==> config.mk <==
export PLATFORM = sky130hd
export DESIGN_NAME = pipe_ctrl_fsm_flat
export DESIGN_NICKNAME = d
export VERILOG_FILES = /design/src/rtl/pipe_ctrl_fsm_pkg.sv /design/src/rtl/pipe_ctrl_fsm_if.sv /design/src/rtl/pipe_ctrl_fsm.sv /design/src/flat_wrapper.sv
export SDC_FILE = /design/constraint.sdc
export NUM_CORES = 1
export LEC_CHECK = 0
export BUFFER_PORTS_ARGS = -buffer_cell sky130_fd_sc_hd__buf_2
export CAP_MARGIN = 20
export CORE_MARGIN = 2
export CORE_UTILIZATION = 51
export DETAILED_ROUTE_END_ITERATION = 6
export GPL_TIMING_DRIVEN = 0
export PLACE_DENSITY = 0.83
export SYNTH_ARGS = -nofsm -noshare
export SYNTH_HDL_FRONTEND = slang
export SYNTH_SLANG_ARGS = --single-unit
==> constraint.sdc <==
create_clock -name clk -period 3.5 [get_ports clk]
set_input_delay 0.875 -clock clk [delete_from_list [all_inputs] [get_ports clk]]
set_output_delay 0.875 -clock clk [all_outputs]
set_load 0.02 [all_outputs]
==> src/rtl/pipe_ctrl_fsm_pkg.sv <==
// Shared definitions for the pipeline-enable controller: state encoding and
// the legal range of the stage-count parameter.
package pipe_ctrl_pkg;

  typedef enum logic [1:0] {
    IDLE  = 2'd0,
    FILL  = 2'd1,
    FULL  = 2'd2,
    DRAIN = 2'd3
  } state_t;

  localparam int unsigned STAGES_MIN = 2;
  localparam int unsigned STAGES_MAX = 8;

  function automatic int unsigned occ_width(input int unsigned stages);
    return $clog2(stages + 1);
  endfunction

endpackage

==> src/rtl/pipe_ctrl_fsm_if.sv <==
// Control/status bundle between the pipeline-enable controller (slave side)
// and whatever sequences it (master side).
interface pipe_ctrl_fsm_if
  import pipe_ctrl_pkg::*;
#(
  parameter int unsigned STAGES = 3
) ();

  localparam int unsigned OCC_W = occ_width(STAGES);

  logic              start;
  logic              stall;
  logic              flush;
  logic              drain_req;
  logic [STAGES-1:0] stage_en;
  logic [OCC_W-1:0]  occupancy;
  logic              full;
  logic              busy;
  logic              drain_done;

  modport master (
    output start, stall, flush, drain_req,
    input  stage_en, occupancy, full, busy, drain_done
  );

  modport slave (
    input  start, stall, flush, drain_req,
    output stage_en, occupancy, full, busy, drain_done
  );

endinterface

==> src/rtl/pipe_ctrl_fsm.sv <==
// Pipeline-enable controller: one enable per stage with fill, stall, flush
// and drain. All outputs are registers; nothing combinational from inputs.
module pipe_ctrl_fsm
  import pipe_ctrl_pkg::*;
#(
  parameter int unsigned STAGES = 3
) (
  input  logic           clk,
  input  logic           rst_n,
  pipe_ctrl_fsm_if.slave bus
);

  localparam int unsigned OCC_W = occ_width(STAGES);

  if (STAGES < STAGES_MIN || STAGES > STAGES_MAX) begin : g_bad_stages
    $error("pipe_ctrl_fsm: STAGES=%0d outside legal range %0d..%0d",
           STAGES, STAGES_MIN, STAGES_MAX);
  end

  state_t            state;
  logic [STAGES-1:0] v;
  logic [STAGES-1:0] v_fill;
  logic [STAGES-1:0] v_drain;
  logic [OCC_W-1:0]  occ;
  logic              full_r;
  logic              busy_r;
  logic              done_r;

  always_comb begin
    v_fill  = {v[STAGES-2:0], 1'b1};
    v_drain = {v[STAGES-2:0], 1'b0};
  end

  // Occupancy tracks popcount(v) incrementally; during a drain a bit only
  // leaves the pipe when it shifts out of the last stage.
  always_ff @(posedge clk) begin
    if (!rst_n) begin
      state  <= IDLE;
      v      <= '0;
      occ    <= '0;
      full_r <= 1'b0;
      busy_r <= 1'b0;
      done_r <= 1'b0;
    end else begin
      done_r <= 1'b0;
      if (bus.flush) begin
        v      <= '0;
        occ    <= '0;
        full_r <= 1'b0;
        if (state == FILL || state == FULL) begin
          state  <= FILL;
          busy_r <= 1'b1;
        end else begin
          state  <= IDLE;
          busy_r <= 1'b0;
        end
      end else if (!bus.stall) begin
        unique case (state)
          IDLE: begin
            if (!bus.drain_req && bus.start) begin
              state  <= FILL;
              v      <= v_fill;
              occ    <= OCC_W'(1);
              busy_r <= 1'b1;
              full_r <= 1'b0;
            end
          end
          FILL: begin
            if (bus.drain_req) begin
              full_r <= 1'b0;
              if (v == '0 || v_drain == '0) begin
                state  <= IDLE;
                v      <= '0;
                occ    <= '0;
                busy_r <= 1'b0;
                done_r <= 1'b1;
              end else begin
                state <= DRAIN;
                v     <= v_drain;
                if (v[STAGES-1]) occ <= occ - OCC_W'(1);
              end
            end else begin
              v   <= v_fill;
              occ <= occ + OCC_W'(1);
              if (&v_fill) begin
                state  <= FULL;
                full_r <= 1'b1;
              end
            end
          end
          FULL: begin
            if (bus.drain_req) begin
              state  <= DRAIN;
              v      <= v_drain;
              full_r <= 1'b0;
              if (v[STAGES-1]) occ <= occ - OCC_W'(1);
            end
          end
          DRAIN: begin
            v <= v_drain;
            if (v[STAGES-1]) occ <= occ - OCC_W'(1);
            if (v_drain == '0) begin
              state  <= IDLE;
              busy_r <= 1'b0;
              done_r <= 1'b1;
            end
          end
          default: begin
            state  <= IDLE;
            v      <= '0;
            occ    <= '0;
            full_r <= 1'b0;
            busy_r <= 1'b0;
          end
        endcase
      end
    end
  end

  assign bus.stage_en   = v;
  assign bus.occupancy  = occ;
  assign bus.full       = full_r;
  assign bus.busy       = busy_r;
  assign bus.drain_done = done_r;

endmodule

==> src/flat_wrapper.sv <==
// flat-port wrapper written by rule: the top's interface ports become plain ports
module pipe_ctrl_fsm_flat import pipe_ctrl_pkg::*;
#(
  parameter int unsigned STAGES = 3
)
  (clk, rst_n, bus_start, bus_stall, bus_flush, bus_drain_req, bus_stage_en, bus_occupancy, bus_full, bus_busy, bus_drain_done);
  pipe_ctrl_fsm_if #(.STAGES(STAGES)) bus_i ();
  input  logic clk;
  input  logic rst_n;
  input wire logic [$bits(bus_i.start)-1:0] bus_start;
  input wire logic [$bits(bus_i.stall)-1:0] bus_stall;
  input wire logic [$bits(bus_i.flush)-1:0] bus_flush;
  input wire logic [$bits(bus_i.drain_req)-1:0] bus_drain_req;
  output wire logic [$bits(bus_i.stage_en)-1:0] bus_stage_en;
  output wire logic [$bits(bus_i.occupancy)-1:0] bus_occupancy;
  output wire logic [$bits(bus_i.full)-1:0] bus_full;
  output wire logic [$bits(bus_i.busy)-1:0] bus_busy;
  output wire logic [$bits(bus_i.drain_done)-1:0] bus_drain_done;
  assign bus_i.start = bus_start;
  assign bus_i.stall = bus_stall;
  assign bus_i.flush = bus_flush;
  assign bus_i.drain_req = bus_drain_req;
  assign bus_stage_en = bus_i.stage_en;
  assign bus_occupancy = bus_i.occupancy;
  assign bus_full = bus_i.full;
  assign bus_busy = bus_i.busy;
  assign bus_drain_done = bus_i.drain_done;
  pipe_ctrl_fsm #(.STAGES(STAGES)) u_core (.clk(clk), .rst_n(rst_n), .bus(bus_i));
endmodule
Word-level counts from Yosys, hierarchy flattened
Index checks and enable logic that the tools add are counted.
Widths: inputs -> output; s select.
{"block": "totals", "in_bits": 6, "word_cells": 76, "out_inout_bits": 8, "regBits": 10}
{"block": "classes", "reduce_logical": 16, "add_sub_neg": 2, "muxes": 37, "eq_ne": 13, "bitwise": 2}
{"cell": "$mux 2", "count": 12}
{"cell": "$pmux 2 s4", "count": 2}
{"cell": "$mux 1", "count": 15}
{"cell": "$mux 3", "count": 4}
{"cell": "$ne 3x3->1 const B", "count": 4}
{"cell": "$pmux 3 s4", "count": 1}
{"cell": "$reduce_and 5->1", "count": 2}
{"cell": "$logic_not 3->1", "count": 2}
{"cell": "$ne 3x2->1 const B", "count": 2}
{"cell": "$pmux 1 s3", "count": 2}
{"cell": "$reduce_and 6->1", "count": 1}
{"cell": "$eq 2x2->1 const B", "count": 2}
{"cell": "$ne 2x1->1 const B", "count": 2}
{"cell": "$ne 4x4->1 const B", "count": 1}
{"cell": "$reduce_bool 4->1", "count": 1}
{"cell": "$reduce_and 3->1", "count": 1}
{"cell": "$reduce_bool 3->1", "count": 1}
{"cell": "$reduce_or 3->1", "count": 1}
{"cell": "$add 2x1->2 const B", "count": 1}
{"cell": "$eq 2x1->1 const B", "count": 1}
{"cell": "$logic_not 2->1", "count": 1}
{"cell": "$logic_or 1x1->1", "count": 2}
{"cell": "$ne 2x2->1 const B", "count": 1}
{"cell": "$not 1->1", "count": 2}
{"cell": "other kinds (6)", "count": 6}

Depth between registers and ports, before layout
Gate-level depths: netlist of the first run.
{"block": "logic_depth", "word_depth": 7, "mapped_depth": 7, "depth_no_buf": 6}

Worst setup path before layout of the first run
OpenSTA, ideal clock, no wires.
{"block": "synth_path", "path_type": "input -> register", "startpoint": "input port bus_drain_req", "endpoint": "register u_core.occ[1] (netlist: u_core.bus.occupancy[1])", "setup_time_ns": 0.117, "path_slack_ns": 1.551, "path_stages": 5, "required_ns": 3.383, "path_buffers": 1, "arrival_ns": 1.831, "path_cell_list": "nand2b_1 > a211oi_1 > buf_2 > o41ai_1 > a32o_1"}
{"block": "synth_between", "elab_chain_cells": 4, "word_cells_on_any_way": 7, "cone_classes": "eq/ne: 2; mux: 2; reduce/logical: 3"}
{"element": "from (decl)", "line": "flat_wrapper.sv:13", "rtl": "input wire logic [$bits(bus_i.drain_req)-1:0] bus_drain_req;"}
{"element": "$logic_not 1->1", "line": "pipe_ctrl_fsm.sv:60", "rtl": "if (!bus.drain_req && bus.start) begin"}
{"element": "$logic_and 1x1->1", "line": "pipe_ctrl_fsm.sv:60"}
{"element": "$ne 2x1->1 (no line)"}
{"element": "$reduce_and 3->1 (no line)"}
{"element": "to (signal assigned)", "line": "pipe_ctrl_fsm.sv:80", "rtl": "if (v[STAGES-1]) occ <= occ - OCC_W'(1);"}
{"element": "to (signal assigned)", "line": "pipe_ctrl_fsm.sv:84", "rtl": "occ <= occ + OCC_W'(1);"}
{"element": "to (signal assigned)", "line": "pipe_ctrl_fsm.sv:96", "rtl": "if (v[STAGES-1]) occ <= occ - OCC_W'(1);"}
{"element": "to (decl)", "line": "pipe_ctrl_fsm.sv:24", "rtl": "logic [OCC_W-1:0] occ;"}
Several ways; a longest one is shown, not always the timed one.
A chain may end at the register's enable or synchronous reset.

Final worst setup path of the first run
{"block": "layout_path", "startpoint": "register u_core.state[0]", "endpoint": "register u_core.occ[1] (netlist: u_core.bus.occupancy[1])"}
{"block": "layout_between", "elab_chain_cells": 3, "word_cells_on_any_way": 8, "cone_classes": "eq/ne: 5; mux: 1; reduce/logical: 2"}
{"element": "from (decl)", "line": "pipe_ctrl_fsm.sv:20", "rtl": "state_t state;"}
{"element": "from (signal assigned)", "line": "pipe_ctrl_fsm.sv:38", "rtl": "state <= IDLE;"}
{"element": "from (signal assigned)", "line": "pipe_ctrl_fsm.sv:51", "rtl": "state <= FILL;"}
{"element": "from (signal assigned)", "line": "pipe_ctrl_fsm.sv:54", "rtl": "state <= IDLE;"}
{"element": "$eq 2x2->1 / $logic_not 2->1 (equally long branches)", "line": "pipe_ctrl_fsm.sv:58", "rtl": "unique case (state)"}
{"element": "$ne 2x2->1 (no line) / $ne 2x1->1 (equally long branches)"}
{"element": "$reduce_and 3->1 (no line)"}
Several ways; a longest one is shown, not always the timed one.

==> run summary, run 1 <==
Status - finished, final reports clean
FP Rows - 13
Yosys cell types - 37
Final Skew - 8.16 ps
Sw power - 74.3 uW
RR Startpoint - u_core.state[0]$_SDFFE_PN0P_
Switching Fraction - 27.7%
Hold crit path type - register to register
Top Family by Delay on Critical Path - compound AO/OA/AOI/OAI gates
Post-Syn Instances - 81
CTS clk-pin slew, worst paths - 80 ps
First drt pass iteration count - 4
Final Core Density - 62.9%
Synth top cells by count - dfxtp_1 (10), a211oi_1 (5), nor2_1 (5)
Syn Area/Cell - 8.50 sq um
Largest area contributor in the netlist - dfxtp_1
Die height - 40.7 um
Buffers on Ports - 13
Synth top area share - 29.1%
Crit-path slowest cell - dfxtp_1
Min cycle time layout - 2070 ps
Peak supply drop - 0.129 mV
Max cap viols - 0
Post-synth EDFFs - 0
Boundary Pins - 14
CP startpoint - u_core.state[0]$_SDFFE_PN0P_
Starting Density - 53.6%
Seq/Total Area, Yosys - 29.1%
Clock latency on the worst-skew pair - 280 ps
Syn Nets - 91
Wire per inst - 15.1 um
Critical path type - register to register
Vias in the first global route - 597
PwrDens - 333 nW/um^2
Critical Path, Cell by Cell - inv_1, ha_1, nor2b_1, a211oi_1, buf_2, o41ai_1, a32o_1
Mapped Area - 688 sq um
CP arrival - 2240 ps
Share of layout cells above drive strength 1 - 23.5%
Setup TNS - 0 ps
Min-delay src - u_core.bus.full$_SDFFE_PP0P_
# DRC - 0
Bufs and invs on worst path - 2
Crit end category - register
#FFs+latches synth - 10
Largest net degree at the start of global routing - 11
Slew @ Worst Pin - 491 ps
Synth area leaders - dfxtp_1 (29%), ha_1 (7.3%), a211oi_1 (5.5%), o311ai_0 (3.8%), nand2b_1 (3.6%)
Most frequent cell after synthesis - dfxtp_1
Slowest cell delay on critical path - 410 ps
Clk buf depth - 2
Post-synth ARST share - 0%
Nets - 109
First-pass GRT wire length - 2620 um
Total wire length - 1710 um
Placer congestion estimate - 0.851
Die W - 40.7 um
Initial antenna violation count - 0
DRT iter0 DRCs - 37
Total Routing Usage GR - 24.0%
Post-route antenna net violation count - 0
DP HPWL - 1260 um
Slew Viols, Final - 0
Layout area overhead - 17.5%
Post-CTS Setup Inserts - 0
CTS Root Cell - clkbuf_4
CP Max Fanout - 10
Sink Count - 10
R2R setup slack - 1430 ps
H-tree Lvls - 1
Seq pwr share - 44.2%
WP data required - 3670 ps
Antenna cells - 0
Yosys warns - 0
CP startpoint kind - register
Comb pwr share - 14.4%
CTS tree - done
Top_reg_cell synth - dfxtp_1
RSZ-0062 raised after global routing - false
Period utilization - 59.2%
Fin. Hold Viols - 0
Die ar. - 1660 sq um
Hold-fix buffers at CTS - 0
Leak Pwr - 0.324 nW
DR vias - 752
Peak Freq - 483 MHz
WHS - 491 ps
Cts repair resizes - 0
Endpoints failing setup - 0
Core ar. - 1280 sq um
Grt ovf - 0
Relative slew margins - 67.0%
Clock power frac - 41.4%
CTS Buf Count - 3
Pint - 194 uW
Via density - 6.65
-- cell type report --
type                    instances  area [sq um]
fillers                       119           477
flip-flops and latches         10           200
multi-input cells              64           452
inverters                       3          11.3
clock buffers                   4          36.3
plain buffers                   4          25.0
well taps                      15          18.8
repair buffers                 13          65.1
-- logic make-up after synthesis --
logic type | count (synthesis) | synth area share [%]
compound gates | 29 | 32.7
xor+xnor | 1 | 1.27
fa+ha+maj | 4 | 7.27
buf+inv | 7 | 5.27
flops | 10 | 29.1
mux | 1 | 1.45
simple gates | 29 | 22.9
-- power by group through the flow --
stage                     sequential [mW]  combinational (mW)  clock [mW]
after floorplan                     0.123              0.0230           0
after CTS                           0.119              0.0381       0.109
after detailed placement            0.121              0.0379           0
after global routing                0.119              0.0423       0.113
after global placement              0.121              0.0363           0
final                               0.119              0.0388       0.111
-- worst paths after layout --
path         cells past startpoint                                   end
max                              7  u_core.bus.occupancy[1]$_SDFFE_PP0P_
min                              2          u_core.bus.full$_SDFFE_PP0P_
max reg2reg                      7  u_core.bus.occupancy[1]$_SDFFE_PP0P_
min reg2reg                      2          u_core.bus.full$_SDFFE_PP0P_
-- worst register-to-register path, delay by kind of cell, from the launching register on --
family | cells | cell delay (ps)
AND/OR/NAND/NOR | 1 | 180
AO/OA/AOI/OAI | 3 | 720
adder cells (fa/ha/maj) | 1 | 270
flip-flops | 1 | 410
buffers and inverters | 2 | 370
-- placed cells by master, fill, tap and decap left out, types with 3 or more instances in the layout --
cell      count
nand2b_1      4
clkbuf_4      3
nand3_1       3
o311ai_0      3
ha_1          4
nor2_1        5
buf_2        15
a211oi_1      5
dfxtp_1      10
inv_1         3
nor2b_1       3
a21oi_1       4
nand2_1       4
-- routing by layer --
metal / part of all wire, % / vias up / GRT usage [%] / wire length [um]
met4: 3.2 / 0 / 10.8 / 55
met3: 10 / 12 / 6.52 / 178
li1: - / 349 / - / -
met1: 41 / 336 / 32.1 / 708
met2: 45 / 55 / 35.3 / 767
met5: 0 / - / 0 / 0
-- sequential cells by signal (all words and copies together), names as in the netlist --
name                   cells
u_core.bus.busy            1
u_core.bus.drain_done      1
u_core.bus.full            1
u_core.bus.occupancy       2
u_core.bus.stage_en        3
u_core.state               2
-- stage by stage --
stage,instances,power [mW],area (sq um),worst slack [ps]
2_1_floorplan,81,0.146,688,1550
3_3_place_gp,109,0.158,772,1250
3_5_place_dp,109,0.159,772,1210
4_1_cts,113,0.266,808,1470
5_1_grt,113,0.274,808,1200
6_report,113,0.269,808,1430
No activity file was read; power rests on OpenSTA's default activity.
==> run 2: changes to the inputs <==
==> constraint.sdc (replaced) <==
create_clock -name clk -period 2.15 [get_ports clk]
set_input_delay 0.5375 -clock clk [delete_from_list [all_inputs] [get_ports clk]]
set_output_delay 0.5375 -clock clk [all_outputs]
set_load 0.02 [all_outputs]
==> run summary, run 2 (same netlist as run 1, synthesis figures left out) <==
Fillcell total - 115 (-3.4%)
Endpoints failing setup - 0 (unchanged)
Final Cell Area - 816 sq um (+0.93%)
CTS Buf Count - 3 (unchanged)
Setup TNS - 0 ps (unchanged)
Die height - 40.7 um (unchanged)
H-tree Lvls - 1 (unchanged)
PwrDens - 535 nW/um^2 (+61%)
CP arrival - 2170 ps (-70 ps)
Peak Freq - 498 MHz (+3.1%)
Crit end category - register
Hold Crit Endpoint - u_core.bus.drain_done$_SDFF_PP0_
Min-delay src - bus_stall
Clock latency on the worst-skew pair - 280 ps (about the same)
DP Area - 772 sq um (unchanged)
Total wire length - 1780 um (+4.2%)
Relative slew margins - 67.0% (-0.068 points)
Post-route antenna net violation count - 0 (unchanged)
Clk buf depth - 2 (unchanged)
First-pass GRT wire length - 2620 um (unchanged)
Fin. Hold Viols - 0 (unchanged)
Leak Pwr - 0.325 nW (+0.27%)
Via density - 6.68 (+0.40%)
Buffers on Ports - 13 (unchanged)
DR vias - 755 (+0.40%)
Core ar. - 1280 sq um (unchanged)
Number of cells on the worst reg-to-reg path - 7 (unchanged)
R2R setup slack - 140 ps (-1290 ps)
Die ar. - 1660 sq um (unchanged)
Reg2Reg Capture Point - u_core.bus.occupancy[1]$_SDFFE_PP0P_
WP data required - 2310 ps (-1360 ps)
Max FFs per register - 3 (unchanged)
Total Routing Usage GR - 24.0% (unchanged)
Vias in the first global route - 597 (unchanged)
Post-Layout Cell Count - 113 (unchanged)
Wire per inst - 15.8 um (+4.2%)
Boundary Pins - 14 (unchanged)
CTS tree - done
Share of layout cells above drive strength 1 - 24.5% (+1.0 points)
Hold-fix buffers at CTS - 0 (unchanged)
DP HPWL - 1260 um (unchanged)
Hold path depth - 2 (unchanged)
Min cycle time layout - 2010 ps (-63.0 ps)
Sink Count - 10 (unchanged)
CP startpoint - u_core.state[0]$_SDFFE_PN0P_
First drt pass iteration count - 4 (unchanged)
# DRC - 0 (unchanged)
Slew Viols, Final - 0 (unchanged)
CP startpoint kind - register
Die W - 40.7 um (unchanged)
Peak supply drop - 0.211 mV (+63%)
Initial antenna violation count - 0 (unchanged)
Nets - 109 (unchanged)
Max cap viols - 0 (unchanged)
Grt ovf - 0 (unchanged)
Period utilization - 93.4% (+34 points)
Most frequent cells in the layout - buf_2 (14), dfxtp_1 (10), nor2_1 (5)
Critical path type - register to register
CTS clk-pin slew, worst paths - 80 ps (about the same)
Status - finished, final reports clean
Placer congestion estimate - 0.851 (unchanged)
Inst Count DP - 109 (unchanged)
Antenna cells - 0 (unchanged)
DRT iter0 DRCs - 49 (+32%)
FP Rows - 13 (unchanged)
RR Startpoint - u_core.state[0]$_SDFFE_PN0P_
CTS Root Cell - clkbuf_4
CP Max Fanout - 10 (unchanged)
Layout area overhead - 18.5%
Slew @ Worst Pin - 492 ps (+1.01 ps)
Most common cell after layout, fill and taps aside - buf_2
Final Skew - 7.84 ps (-0.318 ps)
Largest net degree at the start of global routing - 11 (unchanged)
Starting Density - 53.6% (unchanged)
Hold crit path type - primary input to register
-- run 2: changes by cell type in the layout (fill, tap and decap cells not counted), sizes merged --
| cell | before | now |
|---|---|---|
| clkbuf | 5 | 6 |
| buf | 16 | 15 |
-- run 2: critical path, stage by stage (launching register included) --
cell      delay (ps)
dfxtp_1          410
inv_1            110
ha_1             280
nor2b_1          200
a211oi_2         270
clkbuf_4         240
o41ai_1          100
a32o_1           280
-- run 2: what timing repair did --
| action | 4_1_cts | 5_1_grt |
|---|---|---|
| buffers inserted | 0 | 0 |
| resized for setup | 0 | 2 |
| endpoints found under the setup margin | 0 | 3 |
-- run 2: layout make-up --
type	count	area (sq um)	share of cell area [%]
sequential	10	200	24.5
tap	15	18.8	2.30
multi-input combinational	64	457	56.0
timing repair buffer	13	65.1	7.98
inverter	3	11.3	1.38
clock buffer	4	36.3	4.45
buffer	4	27.5	3.37
-- run 2: layer usage --
metal / vias to the layer above / track usage (%) / part of all wire, %
li1: 346 / - / -
met1: 349 / 32.1 / 44
met2: 50 / 35.3 / 45
met3: 10 / 6.52 / 8.4
met4: 0 / 10.8 / 2.5
met5: - / 0 / 0
-- run 2: worst max path at each step --
stage / cells after the start / slack, ps / end
after floorplan: 7 / 380 / u_core.bus.occupancy[1]$_SDFFE_PP0P_
final: 7 / 140 / u_core.bus.occupancy[1]$_SDFFE_PP0P_
after detailed placement: 7 / 140 / u_core.bus.occupancy[1]$_SDFFE_PP0P_
after CTS: 7 / 120 / u_core.bus.occupancy[1]$_SDFFE_PP0P_
after global routing: 7 / -30 / u_core.bus.occupancy[1]$_SDFFE_PP0P_
after global placement: 7 / 200 / u_core.bus.occupancy[1]$_SDFFE_PP0P_
-- run 2: report_power, final --
part           total, mW  internal (mW)  switching [mW]
Clock              0.178          0.103          0.0747
Sequential         0.193          0.189         0.00429
Combinational     0.0656         0.0254          0.0402
Total              0.437          0.317           0.119
-- run 2: metrics by stage --
| stage | util, % | power, mW | hold WS [ps] | worst slack [ps] |
|---|---|---|---|---|
| floorplan | - | 0.238 | 484 | 384 |
| global placement | 60.1 | 0.256 | 469 | 198 |
| detailed placement | 60.1 | 0.259 | 485 | 144 |
| CTS | 62.9 | 0.433 | 463 | 119 |
| global route | 63.5 | 0.449 | 483 | -27.8 |
| finish | 63.5 | 0.437 | 483 | 142 |
==> run 3: changes to the inputs <==
--- a/config.mk
+++ b/config.mk
@@ -7,11 +7,11 @@
 export LEC_CHECK = 0
 export BUFFER_PORTS_ARGS = -buffer_cell sky130_fd_sc_hd__buf_2
 export CAP_MARGIN = 20
-export CORE_MARGIN = 2
 export CORE_UTILIZATION = 51
 export DETAILED_ROUTE_END_ITERATION = 6
 export GPL_TIMING_DRIVEN = 0
 export PLACE_DENSITY = 0.83
+export SETUP_SLACK_MARGIN = 0.15
 export SYNTH_ARGS = -nofsm -noshare
 export SYNTH_HDL_FRONTEND = slang
 export SYNTH_SLANG_ARGS = --single-unit
==> constraint.sdc (replaced) <==
create_clock -name clk -period 2.15 [get_ports clk]
set_input_delay 0.5375 -clock clk [delete_from_list [all_inputs] [get_ports clk]]
set_output_delay 0.5375 -clock clk [all_outputs]
set_load 0.05 [all_outputs]
==> run summary, run 3 (same netlist as run 1, synthesis figures left out) <==
DRT iter0 DRCs - 31 (-37%)
Setup TNS - 0 ps (unchanged)
Final Skew - 2.46 ps (-5.39 ps)
H-tree Lvls - 1 (unchanged)
Clk buf depth - 2 (unchanged)
Crit-path slowest cell - nor2b_1
First-pass GRT wire length - 2610 um (-0.53%)
Wire per inst - 14.6 um (-7.5%)
Post-Place Setup Slack - 155 ps (+11.1 ps)
First drt pass iteration count - 4 (unchanged)
Clock power frac - 40.2% (-0.5 points)
CP Max Fanout - 9 (-1)
Most common cell after layout, fill and taps aside - buf_2
Critical Path, Cell by Cell - inv_1, ha_1, buf_2, nor2b_1, nor2_1, o2111ai_1, o311ai_0
Core ar. - 1190 sq um (-7.7%)
Starting Density - 58.0% (+4.5 points)
Clock latency on the worst-skew pair - 280 ps (about the same)
CP startpoint kind - register
Endpoints failing setup - 0 (unchanged)
Die ar. - 1500 sq um (-9.6%)
Placer congestion estimate - 0.835 (-1.8%)
Most frequent cells in the layout - buf_2 (14), dfxtp_1 (9), nor2_1 (5)
Relative slew margins - 71.8% (+4.8 points)
Total wire length - 1630 um (-8.4%)
Pint - 318 uW (+0.20%)
FP Rows - 12 (-1)
Nets - 109 (unchanged)
Hold-fix buffers at CTS - 0 (unchanged)
Leak Pwr - 0.326 nW (+0.28%)
Min cycle time layout - 1870 ps (-140 ps)
CTS Root Cell - clkbuf_4
Comb pwr share - 15.9% (+0.9 points)
Largest net degree at the start of global routing - 11 (unchanged)
Layout area overhead - 18.5% (unchanged)
Status - finished, final reports clean
Share of layout cells above drive strength 1 - 25.5% (+1.0 points)
CTS Buf Count - 3 (unchanged)
Buffers on Ports - 13 (unchanged)
Crit end category - register
Post-CTS Setup Inserts - 0 (unchanged)
Switching Fraction - 27.9% (+0.60 points)
Max FFs per register - 3 (unchanged)
Max cap viols - 0 (unchanged)
Boundary Pins - 14 (unchanged)
Initial antenna violation count - 0 (unchanged)
Hold Crit Endpoint - u_core.bus.drain_done$_SDFF_PP0_
Antenna cells - 0 (unchanged)
CTS tree - done
Die height - 38.7 um (-4.9%)
Fin. Hold Viols - 0 (unchanged)
RR Startpoint - u_core.state[1]$_SDFFE_PN0P_
Sink Count - 10 (unchanged)
DR vias - 714 (-5.4%)
DP HPWL - 1190 um (-5.1%)
Final worst slack - 282 ps (+140 ps)
Hold path depth - 2 (unchanged)
Grt ovf - 0 (unchanged)
Sw power - 123 uW (+3.3%)
# DRC - 0 (unchanged)
Min-delay src - bus_stall
CTS clk-pin slew, worst paths - 70 ps (about the same)
Post-route antenna net violation count - 0 (unchanged)
R2R setup slack - 280 ps (+140 ps)
CP arrival - 2010 ps (-160 ps)
Critical path type - register to register
Number of cells on the worst reg-to-reg path - 7 (unchanged)
Total Routing Usage GR - 25.4% (+1.5 points)
WP data required - 2290 ps (-20 ps)
Peak Freq - 535 MHz (+7.5%)
Period utilization - 86.9% (-6.5 points)
Slowest cell delay on critical path - 380 ps (-30 ps)
PwrDens - 541 nW/um^2 (+1.0%)
Slew @ Worst Pin - 420 ps (-71.9 ps)
Via density - 6.38 (-4.6%)
Vias in the first global route - 618 (+3.5%)
Peak supply drop - 0.352 mV (+66%)
RSZ-0062 raised after global routing - false
Die W - 38.7 um (-4.9%)
Seq pwr share - 43.9% (-0.4 points)
Reg2Reg Capture Point - u_core.state[0]$_SDFFE_PN0P_
Hold crit path type - primary input to register
Slew Viols, Final - 0 (unchanged)
-- run 3: power groups by stage --
stage	logic (mW)	clock network, mW	registers, mW
final	0.0701	0.177	0.194
after global routing	0.0754	0.186	0.195
after CTS	0.0681	0.180	0.193
after detailed placement	0.0673	0	0.198
after global placement	0.0655	0	0.197
after floorplan	0.0374	0	0.206
-- run 3: what timing repair did --
item	4_1_cts	5_1_grt
pin swaps	0	0
resized for setup	1	2
endpoints found under the setup margin	1	5
endpoints found under the hold margin	0	0
-- run 3: layer usage --
layer | wire, um | up-vias | global-route usage, %
li1 | - | 348 | -
met3 | 88 | 2 | 10.4
met5 | 0 | - | 0
met1 | 743 | 339 | 29.9
met2 | 783 | 25 | 42.1
met4 | 17 | 0 | 6.90
-- run 3: per-stage QoR --
| step | cells | total power [mW] | util [%] | hold slack (ps) | instance area (sq um) |
|---|---|---|---|---|---|
| after floorplan | 81 | 0.244 | - | 484 | 688 |
| final | 112 | 0.441 | 68.8 | 488 | 816 |
| after CTS | 112 | 0.442 | 68.2 | 470 | 810 |
| after global routing | 112 | 0.456 | 68.8 | 493 | 816 |
| after detailed placement | 108 | 0.265 | 65.0 | 478 | 771 |
| after global placement | 108 | 0.263 | 65.0 | 468 | 771 |
-- run 3: final cells by class --
| class | count | area [sq um] |
|---|---|---|
| repair buffers | 13 | 65.1 |
| well taps | 14 | 17.5 |
| flip-flops and latches | 10 | 201 |
| inverters | 3 | 11.3 |
| clock buffers | 4 | 36.3 |
| fillers | 97 | 370 |
| plain buffers | 4 | 27.5 |
| multi-input cells | 64 | 457 |
-- run 3: worst max-delay path, delay by kind of cell, from the launching register on --
kind,cells,cell delay [ps]
AO/OA/AOI/OAI,2,410
adder cells (fa/ha/maj),1,130
buffers and inverters,2,290
flip-flops,1,360
AND/OR/NAND/NOR,2,530
-- run 3: how the worst max path moves through the flow --
stage	startpoint	to	slack, ps	cells after the start
2_1_floorplan	u_core.state[0]$_SDFFE_PN0P_	u_core.bus.occupancy[1]$_SDFFE_PP0P_	370	7
3_3_place_gp	u_core.state[0]$_SDFFE_PN0P_	u_core.bus.occupancy[1]$_SDFFE_PP0P_	170	7
3_5_place_dp	u_core.state[0]$_SDFFE_PN0P_	u_core.bus.occupancy[1]$_SDFFE_PP0P_	160	7
4_1_cts	u_core.state[0]$_SDFFE_PN0P_	u_core.bus.occupancy[1]$_SDFFE_PP0P_	180	7
5_1_grt	u_core.state[1]$_SDFFE_PN0P_	u_core.state[0]$_SDFFE_PN0P_	160	7
6_report	u_core.state[1]$_SDFFE_PN0P_	u_core.state[0]$_SDFFE_PN0P_	280	7
